### src/rtl/term_pkg.sv
// Shared constants and state encoding for the 80x25 text-mode terminal writer.
package term_pkg;

  localparam int COLS  = 80;
  localparam int ROWS  = 25;
  localparam int CELLS = COLS * ROWS;

  localparam logic [7:0] BS    = 8'h08;
  localparam logic [7:0] LF    = 8'h0A;
  localparam logic [7:0] FF    = 8'h0C;
  localparam logic [7:0] CR    = 8'h0D;
  localparam logic [7:0] SPACE = 8'h20;

  typedef enum logic [1:0] {
    IDLE,
    PUT,
    CLR_LINE,
    CLR_SCR
  } state_t;

endpackage

### src/rtl/term_writer.sv
// Consumes an ASCII byte stream and renders it into an 80x25 screen RAM,
// handling cursor motion, line feeds, backspace and full-screen clears.
module term_writer
  import term_pkg::*;
(
  input  logic        clk,
  input  logic        rst,
  input  logic [7:0]  char_data_i,
  input  logic        char_valid_i,
  output logic        char_ready_o,
  output logic [10:0] ram_addr_o,
  output logic [7:0]  ram_data_o,
  output logic        ram_wren_o,
  output logic [6:0]  cursor_col_o,
  output logic [4:0]  cursor_row_o,
  output logic        busy_o
);

  localparam logic [6:0]  LAST_COL  = 7'(COLS - 1);
  localparam logic [4:0]  LAST_ROW  = 5'(ROWS - 1);
  localparam logic [10:0] LINE_END  = 11'(COLS - 1);
  localparam logic [10:0] LAST_CELL = 11'(CELLS - 1);

  state_t      state_q;
  logic [6:0]  col_q;
  logic [4:0]  row_q;
  logic [7:0]  byte_q;
  logic        adv_q;
  logic [10:0] cnt_q;

  logic [4:0]  row_next_d;
  logic        printable_d;

  // row*80 without a multiplier: row*64 + row*16
  function automatic logic [10:0] row_base(input logic [4:0] r);
    logic [10:0] rw;
    rw = {6'd0, r};
    return (rw << 6) + (rw << 4);
  endfunction

  assign row_next_d  = (row_q == LAST_ROW) ? 5'd0 : row_q + 5'd1;
  assign printable_d = (char_data_i >= 8'h20) && (char_data_i <= 8'h7E);

  assign char_ready_o = !rst && (state_q == IDLE);
  assign busy_o       = rst || (state_q != IDLE);
  assign cursor_col_o = col_q;
  assign cursor_row_o = row_q;

  always_comb begin
    ram_wren_o = 1'b0;
    ram_addr_o = 11'd0;
    ram_data_o = SPACE;
    case (state_q)
      PUT: begin
        ram_wren_o = 1'b1;
        ram_addr_o = row_base(row_q) + {4'd0, col_q};
        ram_data_o = byte_q;
      end
      CLR_LINE: begin
        ram_wren_o = 1'b1;
        ram_addr_o = row_base(row_q) + cnt_q;
      end
      CLR_SCR: begin
        ram_wren_o = 1'b1;
        ram_addr_o = cnt_q;
      end
      default: ;
    endcase
    // Reset suppresses the strobe immediately, not one cycle later
    if (rst) ram_wren_o = 1'b0;
  end

  always_ff @(posedge clk) begin
    if (rst) begin
      state_q <= CLR_SCR;
      cnt_q   <= 11'd0;
      col_q   <= 7'd0;
      row_q   <= 5'd0;
      adv_q   <= 1'b0;
    end else begin
      case (state_q)
        IDLE: begin
          if (char_valid_i) begin
            byte_q <= (char_data_i == BS) ? SPACE : char_data_i;
            if (printable_d) begin
              adv_q   <= 1'b1;
              state_q <= PUT;
            end else if (char_data_i == LF) begin
              col_q   <= 7'd0;
              row_q   <= row_next_d;
              cnt_q   <= 11'd0;
              state_q <= CLR_LINE;
            end else if (char_data_i == CR) begin
              col_q <= 7'd0;
            end else if (char_data_i == BS) begin
              // Cursor moves first so the blanking write lands on the new cell
              if (col_q != 7'd0) begin
                col_q   <= col_q - 7'd1;
                adv_q   <= 1'b0;
                state_q <= PUT;
              end else if (row_q != 5'd0) begin
                col_q   <= LAST_COL;
                row_q   <= row_q - 5'd1;
                adv_q   <= 1'b0;
                state_q <= PUT;
              end
            end else if (char_data_i == FF) begin
              cnt_q   <= 11'd0;
              state_q <= CLR_SCR;
            end
          end
        end
        PUT: begin
          if (adv_q && (col_q == LAST_COL)) begin
            col_q   <= 7'd0;
            row_q   <= row_next_d;
            cnt_q   <= 11'd0;
            state_q <= CLR_LINE;
          end else begin
            if (adv_q) col_q <= col_q + 7'd1;
            state_q <= IDLE;
          end
        end
        CLR_LINE: begin
          if (cnt_q == LINE_END) state_q <= IDLE;
          else                   cnt_q   <= cnt_q + 11'd1;
        end
        CLR_SCR: begin
          if (cnt_q == LAST_CELL) begin
            col_q   <= 7'd0;
            row_q   <= 5'd0;
            state_q <= IDLE;
          end else begin
            cnt_q <= cnt_q + 11'd1;
          end
        end
        default: state_q <= IDLE;
      endcase
    end
  end

endmodule

### config.mk
export PLATFORM = sky130hd
export DESIGN_NAME = term_writer
export DESIGN_NICKNAME = d
export VERILOG_FILES = /design/src/rtl/term_pkg.sv /design/src/rtl/term_writer.sv
export SDC_FILE = /design/constraint.sdc
export NUM_CORES = 1
export LEC_CHECK = 0
export BUFFER_PORTS_ARGS = -buffer_cell sky130_fd_sc_hd__buf_2
export CORE_UTILIZATION = 37
export CTS_BUF_LIST = sky130_fd_sc_hd__clkbuf_4 sky130_fd_sc_hd__clkbuf_8
export CTS_CLUSTER_SIZE = 14
export DETAILED_ROUTE_END_ITERATION = 10
export PLACE_DENSITY = 0.57
export SLEW_MARGIN = 10
export SYNTH_ARGS = -nofsm -noshare
export SYNTH_HDL_FRONTEND = slang
export SYNTH_SLANG_ARGS = --single-unit
### constraint.sdc
create_clock -name clk -period 3.3 [get_ports clk]
set_input_delay 0 -clock clk [delete_from_list [all_inputs] [get_ports clk]]
set_output_delay 0 -clock clk [all_outputs]
set_load 0.03 [all_outputs]
## Word-level counts from Yosys, hierarchy flattened

Index checks and enable logic that the tools add are counted.

- Register bits after elaboration: 34
- Input port bits: 11
- Output and inout port bits: 34

- $add $sub $neg: 8
- $lt $le $gt $ge: 2
- Equality and inequality tests: 32
- Multiplexer cells: 54
- Bitwise gates (word level): 1
- Reduce and logical (&&, ||, !) cells: 19

Operator list:

| operator | count |
|---|---|
| $mux W11 | 9 |
| $mux W7 | 10 |
| $mux W5 | 10 |
| $pmux W11 S4 | 1 |
| $pmux W11 S3 | 1 |
| $eq A8 B4 Y1 const B | 4 |
| $mux W2 | 11 |
| $pmux W7 S3 | 1 |
| $ne A2 B2 Y1 const B | 9 |
| $pmux W5 S3 | 1 |
| $reduce_and A6 Y1 | 2 |
| $add A11 B1 Y11 const B | 1 |
| $add A11 B11 Y11 | 1 |
| $add A11 B7 Y11 | 1 |
| $add A11 B9 Y11 | 1 |
| $eq A11 B11 Y1 const B | 1 |
| $eq A11 B7 Y1 const B | 1 |
| $ne A3 B1 Y1 const B | 3 |
| $ne A3 B3 Y1 const B | 3 |
| $reduce_and A9 Y1 | 1 |
| $ge A8 B6 Y1 const B | 1 |
| $le A8 B7 Y1 const B | 1 |
| $mux W1 | 8 |
| $mux W8 | 1 |
| 28 further kinds | 33 |

## Depth between registers and ports, before layout

Gate-level depths: netlist of the first run.

- Word-level depth: 9
- Gate-level depth with buffers: 14
- Mapped depth without buffers: 11

## Worst setup path after synthesis of the first run

Ideal clock, no wire load.

- Path kind: reg2out
- Start point: register state_q[0]
- End point: output ram_addr_o[8]
- Data arrival time: 2.828 ns
- Required time: 3.300 ns
- Slack: 0.472 ns
- Stages on the path, launching flop included: 13
- Cell sequence: dfxtp_1 clkbuf_8 clkbuf_1 nor2b_1 clkbuf_1 nand2_1 nand2_1 ha_1 fa_1 a21o_1 a21oi_1 xor2_1 o21ai_0

- Longest elaborated chain between the ends: 2
- Elaborated cells on any way between the ends: 4
- Classes of those cells: eq/ne (3); mux (1)

Ends and longest elaborated chain:

| what | RTL line | text |
|---|---|---|
| start, declared | term_writer.sv:24 | `state_t state_q;` |
| start signal, assigned | term_writer.sv:75 | `state_q <= CLR_SCR;` |
| start signal, assigned | term_writer.sv:87 | `state_q <= PUT;` |
| start signal, assigned | term_writer.sv:92 | `state_q <= CLR_LINE;` |
| $eq A2 B2 Y1 / $eq A2 B1 Y1 (equally long branches) | term_writer.sv:53 | `case (state_q)` |
| $pmux W11 S3 * | term_writer.sv:53 |  |
| end, declared | term_writer.sv:11 | `output logic [10:0] ram_addr_o,` |

Every way passes the cells marked *; elsewhere a longest branch is shown, timed or not.

## Worst setup path in the final report of the first run

- Start point: register row_q[1] (netlist: cursor_row_o[1])
- End point: output ram_addr_o[10]

- Longest elaborated chain between the ends: 3
- Elaborated cells on any way between the ends: 4
- Classes of those cells: add/sub (3); mux (1)

Ends and longest elaborated chain:

| what | RTL line | text |
|---|---|---|
| start, declared | term_writer.sv:26 | `logic [4:0] row_q;` |
| start signal, assigned | term_writer.sv:90 | `row_q <= row_next_d;` |
| start signal, assigned | term_writer.sv:103 | `row_q <= row_q - 5'd1;` |
| start signal, assigned | term_writer.sv:116 | `row_q <= row_next_d;` |
| $add A11 B9 Y11 * | term_writer.sv:38 | `return (rw << 6) + (rw << 4);` |
| $add A11 B11 Y11 / $add A11 B7 Y11 (equally long branches) | term_writer.sv:61, term_writer.sv:56 |  |
| $pmux W11 S3 * | term_writer.sv:53 |  |

Marks and branches as above.

==> results of run 1 <==
-- how the worst min path moves through the flow --
stage / start / endpoint / slack (ns) / cells past startpoint
floorplan: char_data_i[0] / byte_q[0]$_SDFFCE_PN0P_ / 0.17 / 1
global placement: char_data_i[4] / byte_q[4]$_SDFFCE_PN0P_ / 0.23 / 1
detailed placement: char_data_i[4] / byte_q[4]$_SDFFCE_PN0P_ / 0.24 / 1
CTS: char_data_i[7] / byte_q[7]$_SDFFCE_PN0P_ / 0.008 / 1
global route: char_data_i[7] / byte_q[7]$_SDFFCE_PN0P_ / 0.02 / 1
finish: char_data_i[0] / byte_q[0]$_SDFFCE_PN0P_ / 0.03 / 1
-- cell usage in the layout (no fill, tap or decap), drive strengths merged, types with 6 or more instances in the layout --
master,count
inv,14
and3,6
and2,16
nor3,9
clkbuf,6
xnor2,11
a21oi,30
xor2,6
edfxtp,8
nor2,22
o21ai,31
a211oi,7
nand3,13
ha,16
nor2b,6
nand2,46
buf,50
dfxtp,26
-- flip-flops by register name, indices dropped and copies added, names as in the netlist --
signal,cells
cnt_q,11
byte_q,8
cursor_col_o,7
cursor_row_o,5
state_q,2
adv_q,1
-- layout make-up --
type	count	share of cell area
multi-input combinational	310	0.608
sequential	34	0.224
timing repair buffer	54	0.0896
tap	102	0.0375
clock buffer	6	0.0224
inverter	14	0.0154
clock inverter	2	0.00294
-- per-stage QoR --
stage	cells	area [um2]	hold slack, ns	setup WS (ns)
after floorplan	384	3010	0.167	0.472
after global placement	510	3280	0.232	0.576
after detailed placement	510	3280	0.237	0.416
after CTS	522	3400	0.00799	0.187
after global routing	522	3410	0.0182	0.0276
final	522	3410	0.0294	0.333
-- report_power, final --
part | total, mW | switching (mW) | internal [mW]
clock network | 0.312 | 0.157 | 0.154
logic | 0.372 | 0.246 | 0.125
registers | 0.472 | 0.0298 | 0.442
-- repair_timing --
| item | in CTS | in global routing |
|---|---|---|
| hold buffers | 4 | 0 |
| setup endpoints to repair | 0 | 1 |
| hold endpoints to repair | 4 | 0 |
| gates resized for setup | 0 | 2 |
| setup buffers | 0 | 0 |
-- logic make-up after synthesis --
group / share of synthesized area
buf+inv: 0.0587
compound gates: 0.243
mux: 0.0233
flops: 0.253
xor+xnor: 0.0495
fa+ha+maj: 0.0799
simple gates: 0.292
-- routing by layer --
layer  vias up  wire length [um]
li1       1468                 -
met1      1357              3980
met2        74              3670
met3         7               335
met4         0                81
met5         -                 0
-- worst max-delay path, stage by stage, from the launching register on --
cell,delay [ns]
dfxtp_1,0.52
inv_1,0.19
fa_1,0.49
xnor2_1,0.16
ha_1,0.34
o21ai_0,0.10
o21ai_0,0.16
a21oi_1,0.10
xnor2_1,0.22
o211ai_1,0.11
nand2b_1,0.10
buf_2,0.19
==> run metrics, run 1 <==
run status complete, no violations; CP Class reg2out; Post-DRT Antenna Nets 0; GR Layer Usage met2 0.314; worst-margin pin slew 0.871 ns; crit path DAT 2.97 ns; Final TNS setup 0 ns; area grow syn2layout 13.2%; DRT Pass-1 Iters 5; unrepaired setup endpoints after global routing false; via count 2906; Layout Nets 448; CTS tree yes; Yosys top cell area share 0.173; HPWL after detailed placement 6000 um; Initial Util 0.385; Critical Path Start cursor_row_o[1]$_SDFFE_PP0P_; clk root buf clkbuf_8; pin count of the biggest net entering global routing 20; register area 763 um2; fillcell total 811; Yosys reg bits 34; Die Area 0.00849 mm2; Port Buffers 44; Tightest Hold Check Type in2reg; pwr/cell area 339 mW/mm2; DRC 0; Worst Setup EP ram_addr_o[10]; Core Rows 32; Placer Congestion 0.851; Synth async-reset ratio 0; sequential cell area fraction in the yosys report 0.253; Clock transition at path regs 0.07 ns; Crit Path Max Fanout 9; r2r setup slk 0.39 ns; type of origin of the critical path register; met3 Use GR 0.0340; clock buffer count from CTS 5; cells taking the most area after synthesis dfxtp_1, edfxtp_1, ha_1, nand2_1, o21ai_0; Lkg Pwr 1.42 nW; diode count 0; max-slew violations 0; Die Wd 92.2 um; Max-Cap Viols 0; Yosys top cell by area dfxtp_1; period utilisation layout 0.899; gr ovfl total 0; worst r2r src cursor_row_o[1]$_SDFFE_PP0P_; H-tree levels 2; synth warn 0; Multi-input gate area 0.00207 mm2; count leader, synth nand2_1; Setup-failing EPs final 0; Max VDD drop 0.000134 V; DRT iter0 DRCs 179; Avg Cell Area, Syn 7.83 um2; Setup Skew 0.00616 ns; gr usage total 0.200; Core Region 0.00781 mm2; Netlist cell types 70; syn_nets 413; RR Endpoint cursor_col_o[2]$_SDFFE_PP0P_; Die H 92.2 um; crit end category primary output; Vias/cell 5.57; PnR Total Power 1.16 mW; Synth top cells by count nand2_1, o21ai_0, a21oi_1; Skew-Pair Late Insertion Delay 0.29 ns; Post-Synthesis Cell Area 0.00301 mm2; gr busiest metal met2; Primary FF master, synth dfxtp_1; final core utilization 0.436; Mapped Cells 384; f_max 337 MHz; average wire per standard cell 15.4 um; Top Ports 45; M1 GR Usage 0.281; initial antenna violation count 0; CTS Buffer Depth 2; number of global-route vias before repair 2734; Reg2Reg Depth 7; Total Wirelength 8060 um; share of cells above drive strength 1 0.200; Final min period 2.97 ns; Final Hold Viols 0; worst rel slew slack 0.411; EDFF count, synth 8; CTS sink count 34; first-pass GRT wire length 13500 um; critical path required time 3.30 ns
Power figures use the tool's default switching activity.
==> inputs of run 2 (changes only) <==
==> constraint.sdc (replaced) <==
create_clock -name clk -period 3.3 [get_ports clk]
set_input_delay 0.66 -clock clk [delete_from_list [all_inputs] [get_ports clk]]
set_output_delay 0.66 -clock clk [all_outputs]
set_load 0.03 [all_outputs]
==> run 2 against run 1 <==
  * Sequential cell count is the same
  * Core utilization up 3.2 points
  * Sequential share of layout area shrank 1.4 points
  * Combinational power up 14%
  * Largest power group unchanged
  * Clock skew rose by 0.0023 ns
  * Setup slack lost 0.27 ns
  * Count of clock-buffer cells in the layout shrank 1
  * Sequential power fell by 2%
==> run metrics, run 2 (synthesized netlist as in run 1, its figures left out) <==
clk root buf clkbuf_8 (unchanged); Die Area 0.00849 mm2 (unchanged); Port Buffers 44 (unchanged); max-slew violations 0 (unchanged); Vias/cell 5.58 (was 5.57); Core Region 0.00781 mm2 (unchanged); Setup Skew 0.00843 ns (was 0.00616 ns); Placement Setup Slack 0.223 ns (was 0.416 ns); run status complete, no violations (unchanged); most common cell after layout, fill and taps aside nand2_1 (unchanged); pwr/cell area 352 mW/mm2 (was 339 mW/mm2); hold depth 2 (was 1); DRT Pass-1 Iters 4 (was 5); Largest register FFs 11 (unchanged); Largest Register cnt_q (unchanged); CP Class reg2out (unchanged); PnR Total Power 1.29 mW (was 1.16 mW); first-pass GRT wire length 14400 um (was 13500 um); Placer Congestion 0.836 (was 0.851); RR Endpoint cursor_col_o[2]$_SDFFE_PP0P_ (unchanged); area grow syn2layout 21.5% (was 13.2%); Hold EP adv_q$_SDFFE_PP0P_ (was byte_q[0]$_SDFFCE_PN0P_); Post-DRT Antenna Nets 0 (unchanged); Final Hold Viols 0 (unchanged); initial antenna violation count 0 (unchanged); Setup-failing EPs final 0 (unchanged); pin count of the biggest net entering global routing 20 (unchanged); Max VDD drop 0.000201 V (was 0.000134 V); Tightest Hold Check Type reg2reg (was in2reg); dpl cells 518 (was 510); Die H 92.2 um (unchanged); HPWL after detailed placement 6230 um (was 6000 um); Layout Nets 459 (was 448); Clock transition at path regs 0.07 ns (about the same); crit path DAT 2.58 ns (was 2.97 ns); number of global-route vias before repair 2921 (was 2734); CTS Buffer Depth 2 (unchanged); Top Ports 45 (unchanged); worst rel slew slack 0.560 (was 0.411); Internal Power 0.823 mW (was 0.722 mW); crit end category primary output (unchanged); fillcell total 815 (was 811); gr ovfl total 0 (unchanged); Final WS setup 0.0627 ns (was 0.333 ns); Initial Util 0.385 (unchanged); DRC 0 (unchanged); r2r setup slk 0.43 ns (was 0.39 ns); Total Wirelength 8610 um (was 8060 um); via count 2974 (was 2906); unrepaired setup endpoints after global routing true (was false); period utilisation layout 0.981 (was 0.899); Skew-Pair Late Insertion Delay 0.29 ns (about the same); Reg2Reg Depth 8 (was 7); critical path required time 2.64 ns (was 3.30 ns); Core Rows 32 (unchanged); commonest cells after routing, fill and taps aside nand2_1, buf_2, a21oi_1, o21ai_0, nor2_1 (was nand2_1, buf_2, o21ai_0); power share of the clock group 0.309 (was 0.270); Crit Path Max Fanout 4 (was 9); DRT iter0 DRCs 221 (was 179); H-tree levels 2 (unchanged); Final min period 3.24 ns (was 2.97 ns); Die Wd 92.2 um (unchanged); gr usage total 0.210 (was 0.200); f_max 309 MHz (was 337 MHz); type of origin of the critical path register (unchanged); worst r2r src cursor_row_o[0]$_SDFFE_PP0P_ (was cursor_row_o[1]$_SDFFE_PP0P_); Layout Cells excl Fill 533 (was 522); CTS sink count 34 (unchanged); worst-margin pin slew 0.643 ns (was 0.871 ns); Comb power frac 0.330 (was 0.322); Sw Share 0.361 (was 0.375); DP Area 0.00334 mm2 (was 0.00328 mm2); Hold Path Origin adv_q$_SDFFE_PP0P_ (was char_data_i[0]); Final TNS setup 0 ns (unchanged); diode count 0 (unchanged); Max-Cap Viols 0 (unchanged); Lkg Pwr 1.50 nW (was 1.42 nW); share of cells above drive strength 1 0.288 (was 0.200); Post-Layout Inst Area 0.00365 mm2 (was 0.00341 mm2); average wire per standard cell 16.2 um (was 15.4 um); clock buffer count from CTS 5 (unchanged); CTS tree yes (unchanged); Net Switching 0.465 mW (was 0.434 mW); sequential power share 0.361 (was 0.408)
[run 2: cell types whose count changed in the layout (fill, tap and decap cells not counted), moves of 4 or more]
cell	delta
ha_4	+5
ha_1	-6
buf_4	+14
o21ai_0	-4
inv_2	+4
inv_1	-4
dlygate4sd3_1	-4
[run 2: timing repair]
item / in CTS / in global routing
endpoints found under the setup margin: 1 / 4
pin swaps: 3 / 9
hold buffers: 0 / 0
buffers inserted: 1 / 6
gates resized for setup: 4 / 36
[run 2: critical path, cell delays in order (launching register included)]
cell and delay [ns]:
dfxtp_2 0.36, ha_4 0.14, inv_2 0.03, fa_2 0.52, inv_2 0.05, ha_4 0.17, a211oi_2 0.20, o21ai_2 0.09
a21oi_2 0.18, xnor2_2 0.09, o211ai_1 0.25, nand2b_4 0.07, buf_6 0.14
[run 2: area by class of cell]
| cell class | instances | area [um2] | share of cell area |
|---|---|---|---|
| Multi-Input combinational cell | 310 | 2190 | 0.600 |
| Sequential cell | 34 | 767 | 0.210 |
| Timing Repair Buffer | 65 | 400 | 0.110 |
| Tap cell | 102 | 128 | 0.0349 |
| Clock buffer | 5 | 68.8 | 0.0188 |
| Inverter | 14 | 52.6 | 0.0144 |
| Clock inverter | 3 | 43.8 | 0.0120 |
[run 2: power groups by stage]
stage | clock [mW] | sequential (mW) | combinational, mW
after floorplan | 0 | 0.484 | 0.260
after global routing | 0.422 | 0.467 | 0.466
after detailed placement | 0 | 0.470 | 0.383
final | 0.398 | 0.464 | 0.425
after CTS | 0.408 | 0.460 | 0.391
after global placement | 0 | 0.470 | 0.380
[run 2: per-stage QoR]
step | utilization | hold slack, ns
floorplan | - | 0.463
global placement | 0.427 | 0.487
detailed placement | 0.427 | 0.492
CTS | 0.445 | 0.501
global route | 0.468 | 0.519
finish | 0.468 | 0.501
[run 2: worst max path at each step]
| stage | start | slack, ns | endpoint |
|---|---|---|---|
| after floorplan | cursor_row_o[1]$_SDFFE_PP0P_ | 0.03 | ram_addr_o[10] |
| final | cursor_row_o[0]$_SDFFE_PP0P_ | 0.06 | ram_addr_o[10] |
| after CTS | state_q[0]$_SDFFE_PP1P_ | 0.02 | ram_addr_o[10] |
| after global placement | char_data_i[4] | 0.24 | cnt_q[3]$_SDFFE_PP0P_ |
| after detailed placement | cursor_row_o[0]$_SDFFE_PP0P_ | 0.22 | ram_addr_o[10] |
| after global routing | state_q[1]$_SDFFE_PP1P_ | -0.06 | ram_addr_o[10] |
[run 2: routing by layer]
layer,vias up,GRT usage,part of all wire
met5,-,0,0
met4,0,0.0521,0.0084
met3,6,0.0299,0.036
met2,62,0.354,0.47
met1,1417,0.281,0.48
li1,1489,-,-
